**src/rtl/mult_div_unit.sv**
```systemverilog
// mult_div_unit
// Sequential multiply/divide unit for the multicycle MIPS datapath. A signed
// multiply runs as a 32-step shift-add on operand magnitudes. A signed divide
// runs as a 32-step restoring division on operand magnitudes. The sign of the
// result is corrected once, at the end, and the 64-bit result goes into the
// architectural HI/LO registers.
//
// Ports
//   clk          single clock; all state changes on the rising edge
//   reset_n      synchronous, active-low reset
//   start_mult   one-cycle request for a signed multiply A*B
//   start_div    one-cycle request for a signed divide A/B
//   start_multu  one-cycle request for an unsigned multiply
//                (present only with MULTDIV_UNSIGNED_EN)
//   start_divu   one-cycle request for an unsigned divide
//                (present only with MULTDIV_UNSIGNED_EN)
//   regA_out     operand A (multiplicand / dividend)
//   regB_out     operand B (multiplier / divisor)
//   HI_out       product[63:32], or the remainder (sign of the dividend)
//   LO_out       product[31:0], or the quotient (truncated toward zero)
//   busy         high while an operation is in progress
//   done         one-cycle pulse when HI/LO are updated or a divide by zero
//                is detected
//   div_zero     sticky flag: the last DIV had B == 0
//
// Configuration macro: MULTDIV_UNSIGNED_EN adds the MULTU/DIVU requests.
// Unsigned requests use the operands as raw values and skip sign correction.
module mult_div_unit (
   input  logic        clk,
   input  logic        reset_n,
   input  logic        start_mult,
   input  logic        start_div,
`ifdef MULTDIV_UNSIGNED_EN
   input  logic        start_multu,
   input  logic        start_divu,
`endif
   input  logic [31:0] regA_out,
   input  logic [31:0] regB_out,
   output logic [31:0] HI_out,
   output logic [31:0] LO_out,
   output logic        busy,
   output logic        done,
   output logic        div_zero
);

   typedef enum logic [1:0] {IDLE, RUN, FINISH} state_t;

   state_t      state_q, state_d;
   logic [4:0]  cnt_q, cnt_d;
   logic [31:0] hiWork_q, hiWork_d;
   logic [31:0] loWork_q, loWork_d;
   logic [31:0] opnd_q, opnd_d;
   logic [31:0] hi_q, hi_d;
   logic [31:0] lo_q, lo_d;
   logic        isDiv_q, isDiv_d;
   logic        resNeg_q, resNeg_d;
   logic        dvdNeg_q, dvdNeg_d;
   logic        dzPend_q, dzPend_d;
   logic        busy_q, busy_d;
   logic        done_q, done_d;
   logic        divZero_q, divZero_d;

   logic        goMult, goDiv, goUnsigned;
   logic        aNeg, bNeg;
   logic [31:0] absA, absB;
   logic [32:0] mulSum, divShift, divDiff;
   logic [63:0] product;

   // Decode the start requests by priority. The divide request is dropped
   // when a multiply request arrives at the same edge. goUnsigned is high
   // when the request that wins is MULTU or DIVU.
   always_comb begin
      goMult     = start_mult;
      goDiv      = ~start_mult & start_div;
      goUnsigned = 1'b0;
`ifdef MULTDIV_UNSIGNED_EN
      goMult     = start_mult | start_multu;
      goDiv      = ~goMult & (start_div | start_divu);
      goUnsigned = ~start_mult & (start_multu | (~start_div & start_divu));
`endif
   end

   // Magnitudes of the operands. Negating 0x80000000 gives 0x80000000, which
   // is the correct magnitude 2^31 when read as unsigned, so this case needs
   // no special handling.
   assign aNeg = regA_out[31] & ~goUnsigned;
   assign bNeg = regB_out[31] & ~goUnsigned;
   assign absA = aNeg ? (32'd0 - regA_out) : regA_out;
   assign absB = bNeg ? (32'd0 - regB_out) : regB_out;

   // One multiply step. The multiplier sits in loWork and moves out to the
   // right while product bits move in from the top. When all 32 steps are
   // done, {hiWork, loWork} holds the unsigned 64-bit product.
   assign mulSum = {1'b0, hiWork_q} + (loWork_q[0] ? {1'b0, opnd_q} : 33'd0);

   // One restoring divide step. The partial remainder in hiWork takes in the
   // next dividend bit from loWork. The quotient bits move into loWork from
   // the right. A negative trial difference means the subtraction is
   // discarded.
   assign divShift = {hiWork_q, loWork_q[31]};
   assign divDiff  = divShift - {1'b0, opnd_q};

   // The product is negated once, at the end, when the operand signs differ.
   assign product  = resNeg_q ? (64'd0 - {hiWork_q, loWork_q}) : {hiWork_q, loWork_q};

   // Next-state logic and datapath updates. Every value holds by default.
   // done is a pulse, so it defaults low.
   always_comb begin
      state_d   = state_q;
      cnt_d     = cnt_q;
      hiWork_d  = hiWork_q;
      loWork_d  = loWork_q;
      opnd_d    = opnd_q;
      hi_d      = hi_q;
      lo_d      = lo_q;
      isDiv_d   = isDiv_q;
      resNeg_d  = resNeg_q;
      dvdNeg_d  = dvdNeg_q;
      dzPend_d  = dzPend_q;
      busy_d    = busy_q;
      done_d    = 1'b0;
      divZero_d = divZero_q;

      case (state_q)
         IDLE: begin
            if (goMult || goDiv) begin
               isDiv_d   = goDiv;
               resNeg_d  = aNeg ^ bNeg;
               dvdNeg_d  = aNeg;
               cnt_d     = 5'd0;
               divZero_d = 1'b0;
               busy_d    = 1'b1;
               hiWork_d  = 32'd0;
               if (goDiv) begin
                  loWork_d = absA;
                  opnd_d   = absB;
                  dzPend_d = (regB_out == 32'd0);
                  state_d  = (regB_out == 32'd0) ? FINISH : RUN;
               end else begin
                  loWork_d = absB;
                  opnd_d   = absA;
                  dzPend_d = 1'b0;
                  state_d  = RUN;
               end
            end
         end

         RUN: begin
            if (isDiv_q) begin
               if (!divDiff[32]) begin
                  hiWork_d = divDiff[31:0];
                  loWork_d = {loWork_q[30:0], 1'b1};
               end else begin
                  hiWork_d = divShift[31:0];
                  loWork_d = {loWork_q[30:0], 1'b0};
               end
            end else begin
               hiWork_d = mulSum[32:1];
               loWork_d = {mulSum[0], loWork_q[31:1]};
            end
            cnt_d = cnt_q + 5'd1;
            if (cnt_q == 5'd31) begin
               state_d = FINISH;
            end
         end

         FINISH: begin
            state_d = IDLE;
            busy_d  = 1'b0;
            done_d  = 1'b1;
            if (dzPend_q) begin
               divZero_d = 1'b1;
            end else if (isDiv_q) begin
               lo_d = resNeg_q ? (32'd0 - loWork_q) : loWork_q;
               hi_d = dvdNeg_q ? (32'd0 - hiWork_q) : hiWork_q;
            end else begin
               hi_d = product[63:32];
               lo_d = product[31:0];
            end
         end

         default: begin
            state_d = IDLE;
         end
      endcase
   end

   // State register. Reset also aborts an operation that is in flight and
   // clears HI/LO.
   always_ff @(posedge clk) begin
      if (!reset_n) begin
         state_q   <= IDLE;
         cnt_q     <= 5'd0;
         hiWork_q  <= 32'd0;
         loWork_q  <= 32'd0;
         opnd_q    <= 32'd0;
         hi_q      <= 32'd0;
         lo_q      <= 32'd0;
         isDiv_q   <= 1'b0;
         resNeg_q  <= 1'b0;
         dvdNeg_q  <= 1'b0;
         dzPend_q  <= 1'b0;
         busy_q    <= 1'b0;
         done_q    <= 1'b0;
         divZero_q <= 1'b0;
      end else begin
         state_q   <= state_d;
         cnt_q     <= cnt_d;
         hiWork_q  <= hiWork_d;
         loWork_q  <= loWork_d;
         opnd_q    <= opnd_d;
         hi_q      <= hi_d;
         lo_q      <= lo_d;
         isDiv_q   <= isDiv_d;
         resNeg_q  <= resNeg_d;
         dvdNeg_q  <= dvdNeg_d;
         dzPend_q  <= dzPend_d;
         busy_q    <= busy_d;
         done_q    <= done_d;
         divZero_q <= divZero_d;
      end
   end

   assign HI_out   = hi_q;
   assign LO_out   = lo_q;
   assign busy     = busy_q;
   assign done     = done_q;
   assign div_zero = divZero_q;

endmodule

```
**config.mk**
```make
export PLATFORM = sky130hd
export DESIGN_NAME = mult_div_unit
export DESIGN_NICKNAME = d
export VERILOG_FILES = /design/src/rtl/mult_div_unit.sv
export SDC_FILE = /design/constraint.sdc
export NUM_CORES = 1
export LEC_CHECK = 0
export BUFFER_PORTS_ARGS = -buffer_cell sky130_fd_sc_hd__clkbuf_2
export CORE_ASPECT_RATIO = 1.4
export CORE_UTILIZATION = 50
export DETAILED_ROUTE_END_ITERATION = 6
export PLACE_DENSITY = 0.69
export SLEW_MARGIN = 40
export SYNTH_ARGS = -nofsm -noshare
export SYNTH_HDL_FRONTEND = slang
export SYNTH_SLANG_ARGS = --single-unit
```
**constraint.sdc**
```tcl
create_clock -name clk -period 5.38 [get_ports clk]
set_input_delay 1.076 -clock clk [delete_from_list [all_inputs] [get_ports clk]]
set_output_delay 1.076 -clock clk [all_outputs]
set_load 0.03 [all_outputs]
```
; ---- Yosys cells after proc, flatten, opt, wreduce, memory -nomap -nowiden
; Index checks and enable logic that the tools add are counted.
[op_classes]
add_sub_neg = 8
multipliers = 0
div = 0
n_lt_le_gt_ge = 0
eq_ne = 6
shifts = 0
muxes = 32
bitwise = 4
reduce_logical = 11
[ops]
columns = operator, count
row1 = $mux W32, 14
row2 = $pmux W32 S2, 2
row3 = $sub A1 B32 Y32 const A, 4
row4 = $mux W64, 1
row5 = $sub A1 B64 Y64 const A, 1
row6 = $add A32 B32 Y33, 1
row7 = $sub A33 B32 Y33, 1
row8 = $logic_not A32 Y1, 1
row9 = $pmux W5 S2, 1
row10 = $reduce_and A2 Y1, 5
row11 = $mux W2, 4
row12 = $mux W1, 6
row13 = $ne A2 B2 Y1 const B, 3
row14 = $add A5 B1 Y5 const B, 1
row15 = $eq A5 B5 Y1 const B, 1
row16 = $mux W5, 1
row17 = $pmux W1 S2, 2
row18 = $pmux W2 S2, 1
row19 = $reduce_bool A2 Y1, 2
row20 = $reduce_and A3 Y1, 1
row21 = $eq A2 B1 Y1 const B, 1
row22 = $eq A2 B2 Y1 const B, 1
row23 = $logic_not A2 Y1, 1
row24 = $not A1 Y1, 2
row25 = other kinds (3), 3
[totals]
register_bits = 174
latchBits = 0
ram_bits = 0
romBits = 0
in_bits = 68
output_inout_bits = 67
elab_cells = 75
mem_count = 0

; ---- Depth between registers and ports, before layout
[depth]
word_depth = 5
ltp_mapped = 16
ltp_nobuf = 14

; ---- Worst setup path after synthesis
; No wires, ideal clock.
[synth_path]
path_type = input to register
startpoint = in regB_out[6]
endpoint = reg state_q[0]
setup_time_ps = 128
arrival_time_ps = 3743
required_ps = 5252
path_slack_ps = 1510
stages = 8
n_path_buf = 0
cell_sequence = or4_4 -> or3_4 -> or3_4 -> or4_4 -> or3_4 -> or4_4 -> a21oi_1 -> nor2_1
[synth_via]
elab_chain_cells = 5
[synth_lines]
columns = element, line
row1 = from (decl), 38  ; input logic [31:0] regB_out,
row2 = $logic_not A32 Y1, 138  ; state_d = (regB_out == 32'd0) ? FINISH : RUN;
row3 = $mux W2, 138
row4 = $mux W2, 134  ; if (goDiv) begin
row5 = $mux W2, 126  ; if (goMult || goDiv) begin
row6 = $pmux W2 S2, 124  ; case (state_q)
row7 = to (signal assigned), 207  ; state_q <= state_d;
row8 = to (decl), 48  ; state_t state_q, state_d;
; No other way between the ends. The select of a mux whose other input is x is not followed.
; A chain may end at the register's enable or synchronous reset.

; ---- Worst setup path after layout
[layout_path]
startpoint = reg loWork_q[0]
endpoint = reg hiWork_q[26]
[layout_via]
elab_chain_cells = 4
[layout_lines]
columns = element, line
row1 = from (decl), 51  ; logic [31:0] loWork_q, loWork_d;
row2 = from (signal assigned), 210  ; loWork_q <= loWork_d;
row3 = $mux W32, 94  ; assign mulSum = {1'b0, hiWork_q} + (loWork_q[0] ? {1'b0, opnd_q} : 33'd0);
row4 = $add A32 B32 Y33, 94
row5 = $mux W32, 149  ; if (isDiv_q) begin
row6 = $pmux W32 S2, 124
row7 = to (signal assigned), 209  ; hiWork_q <= hiWork_d;
row8 = to (decl), 50  ; logic [31:0] hiWork_q, hiWork_d;
; No other way between the ends.

==> flow_metrics.tcl <==
set metrics [dict create \
    status "complete, no violations" \
    fin_crit_sh_pct 76.6 \
    die_area_um2 28300 \
    clockBufferDepth 2 \
    dpl_cell_area_um2 14800 \
    r2r_cells 15 \
    area_growth_pct 11.5 \
    grt_max_degree 63 \
    h-tree-depth 4 \
    drc 0 \
    critical_path_peak_fanout 15 \
    slew_violations 0 \
    die_x_um 142 \
    yosysTopAreaCell "dfxtp_1" \
    nFillCells 2640 \
    worstHoldEndpoint "opnd_q[7]" \
    rrSetupSlack_ns 1.26 \
    synth_top_family_by_area "compound AO/OA/AOI/OAI gates" \
    post_cts_buffers 0 \
    io_pins 135 \
    powerDensity_nw_per_um2 264 \
    ant_nets 0 \
    r2r_start "loWork_q[0]" \
    hold_buffers 0 \
    synth_nets 2013 \
    hpwlAfterDp_mm 36.0 \
    synth_edf_count 0 \
    startpoint_type "register" \
    dr.first_iter.drc_count 1080 \
    setup_ws_ns 1.26 \
    regArea_um2 3480 \
    multi_input_area_um2 9700 \
    routedWlPerCell_um 20.0 \
    viasPerCell 6.10 \
    start_util_pct 51.1 \
    clock-sinks 174 \
    required_ns 5.71 \
    nets 2073 \
    antenna_found_initial 0 \
    cp-end-kind "register" \
    yosys.area_share.simple_pct 21.1 \
    hold_path.class "register to register" \
    path_class "register to register" \
    synth_xor_area_share_pct 10.5 \
    syn_area_per_cell_um2 7.37 \
    max_freq_ghz 0.243 \
    drive_gt1_share_pct 12.1 \
    die_height_um 199 \
    fin_worst_skew_ns 0.0113 \
    synth_top_cell_area_share_pct 25.2 \
    wl_mm 46.3 \
    synthAdderAreaFrac_pct 6.63 \
    synth_area_um2 13800 \
    drv_cap 0 \
    syn_inst 1873 \
    tightest_slew_ns 0.858 \
    yosysWarnings 0 \
    post-place-ws_ns 1.23 \
    vias 14102 \
    arrival_ns 4.45 \
    final_area_um2 15400 \
    setup_viol 0 \
    synth-main-ff-cell "dfxtp_1" \
    root_buffer "clkbuf_16" \
    p_leak_nw 6.19 \
    hold_start "opnd_q[7]" \
    gp_congestion 0.963 \
    rsz0062_at_grt "false" \
    synthTopCellsByCount "201 x nor2_1, 191 x a21oi_1, 174 x dfxtp_1, 174 x nand2_1, 140 x o21ai_0" \
    clock_latency_ns 0.45 \
    cts_made_buffers 17 \
    core_um2 27000 \
    synth_cell_types 74 \
    synth_compound_area_share_pct 28.6 \
    synthTopCellsByArea "dfxtp_1 25%, a21oi_1 6.9%, ha_1 6.3%, nor2_1 5.5%, xnor2_1 5.4%" \
    rows 71 \
    fin_tns_setup_ns 0 \
    synthMuxAreaShare_pct 2.85 \
    cts_tree "built" \
    synthArstFlopShare_pct 0 \
    num_antenna_cells 0 \
    finalHoldViolCount 0 \
    clkTransAtPathRegs_ns 0.08 \
    synth_most_common_cell "nor2_1" \
    grt_pass1_wl_mm 72.2 \
    grtUsageTotal_pct 33.3 \
    layout_min_cycle_time_ns 4.12 \
    gr-total-overflow 0 \
    grt_pass1_vias 13307 \
    irDropWorstVdd_uv 220 \
    min_path_cells 2 \
    slew_headroom_pct 42.6 \
    io_buffers 134 \
    cts.repair.resized 0 \
    final_util_pct 57.0 \
    ys_seq_elements 174 \
    yosysSeqAreaShare_pct 25.2 \
    firstDrtPassIters 5 \
    r2r-end "hiWork_q[26]" \
]
[state kept, by name (all words and copies together), names as in the netlist]
signal and flops:
HI_out 32, LO_out 32, busy 1, cnt_q 5, div_zero 1, done 1
dvdNeg_q 1, dzPend_q 1, hiWork_q 32, isDiv_q 1, loWork_q 32, opnd_q 32
resNeg_q 1, state_q 2
[worst max-delay path, stage by stage (launching register included)]
cell,delay (ns)
dfxtp_1,0.33
inv_1,0.16
buf_4,0.26
nor2_1,0.07
ha_1,0.35
a21oi_1,0.19
o211ai_1,0.15
a221o_1,0.39
a221oi_1,0.53
o41ai_1,0.13
buf_4,0.18
a41oi_1,0.34
a211oi_1,0.20
xor2_1,0.18
a22o_1,0.22
a221o_1,0.34
[cell usage in the layout, fill, tap and decap left out, drive strengths merged, types with 4 or more instances in the layout]
cell type / Yosys / routed
nor2: 203 / 203
xnor2: 85 / 85
o211ai: 30 / 30
buf: 18 / 33
and3: 13 / 13
a21oi: 191 / 191
a31oi: 14 / 14
nand2: 174 / 174
o21a: 8 / 8
ha: 70 / 70
clkinv: 1 / 8
a221oi: 10 / 10
nand4: 8 / 8
and2: 5 / 5
o221ai: 6 / 6
dfxtp: 174 / 174
nand3: 53 / 53
a211oi: 89 / 89
nor2b: 16 / 16
inv: 56 / 62
nand2b: 20 / 20
or4: 15 / 15
o21bai: 10 / 10
or4b: 4 / 4
a22oi: 15 / 15
o41ai: 17 / 17
a21o: 26 / 26
nor3: 36 / 36
or3: 40 / 40
xor2: 81 / 81
o21ai: 142 / 142
nand3b: 6 / 6
o31ai: 34 / 34
clkbuf: 108 / 152
mux2i: 36 / 36
[power breakdown]
part	switching, mW	internal (mW)	leakage [nW]
Clock	0.627	0.667	0.295
Combinational	0.829	0.495	4.48
Sequential	0.0987	1.35	1.42
[metal layers]
metal / wire length [µm] / global-route usage (%) / up-vias
li1: - / - / 6917
met1: 18100 / 37.3 / 6605
met2: 22500 / 57.6 / 438
met3: 1990 / 3.90 / 142
met4: 3700 / 25.2 / 0
met5: 0 / 0 / -
[cells by family (layout without fill, tap and decap cells)]
family,Yosys count,in the layout
muxes,39,39
DFF,174,174
adders and majority gates,72,72
xor gates and xnor gates,166,166
AOI/OAI and AO/OA,627,627
and+or+nand+nor,612,612
buffers and inverters,183,256
[stage by stage]
stage / hold slack, ns / std cells / power, mW
after detailed placement: 0.446 / 2278 / 2.78
after floorplan: 0.432 / 1873 / 2.38
after global routing: 0.466 / 2311 / 4.26
after CTS: 0.456 / 2310 / 4.06
final: 0.453 / 2311 / 4.07
after global placement: 0.441 / 2277 / 2.76
[worst max path at each step]
stage	slack, ns	startpoint	cells after the start	end
global placement	1.23	regB_out[6]	9	state_q[0]
finish	1.26	loWork_q[0]	15	hiWork_q[26]
detailed placement	1.23	regB_out[6]	11	loWork_q[31]
floorplan	1.51	regB_out[6]	8	state_q[0]
CTS	1.30	loWork_q[0]	15	hiWork_q[26]
global route	1.02	loWork_q[0]	15	hiWork_q[25]
[final cells by class]
| cell class | instances | share of cell area [%] |
|---|---|---|
| clock buffers | 18 | 2.79 |
| clock inverters | 14 | 1.12 |
| inverters | 57 | 1.40 |
| multi-input cells | 1516 | 63.0 |
| flip-flops and latches | 174 | 22.6 |
| well taps | 365 | 2.97 |
| repair buffers | 167 | 6.06 |
Note: power is estimated with default switching activity, not from simulation.
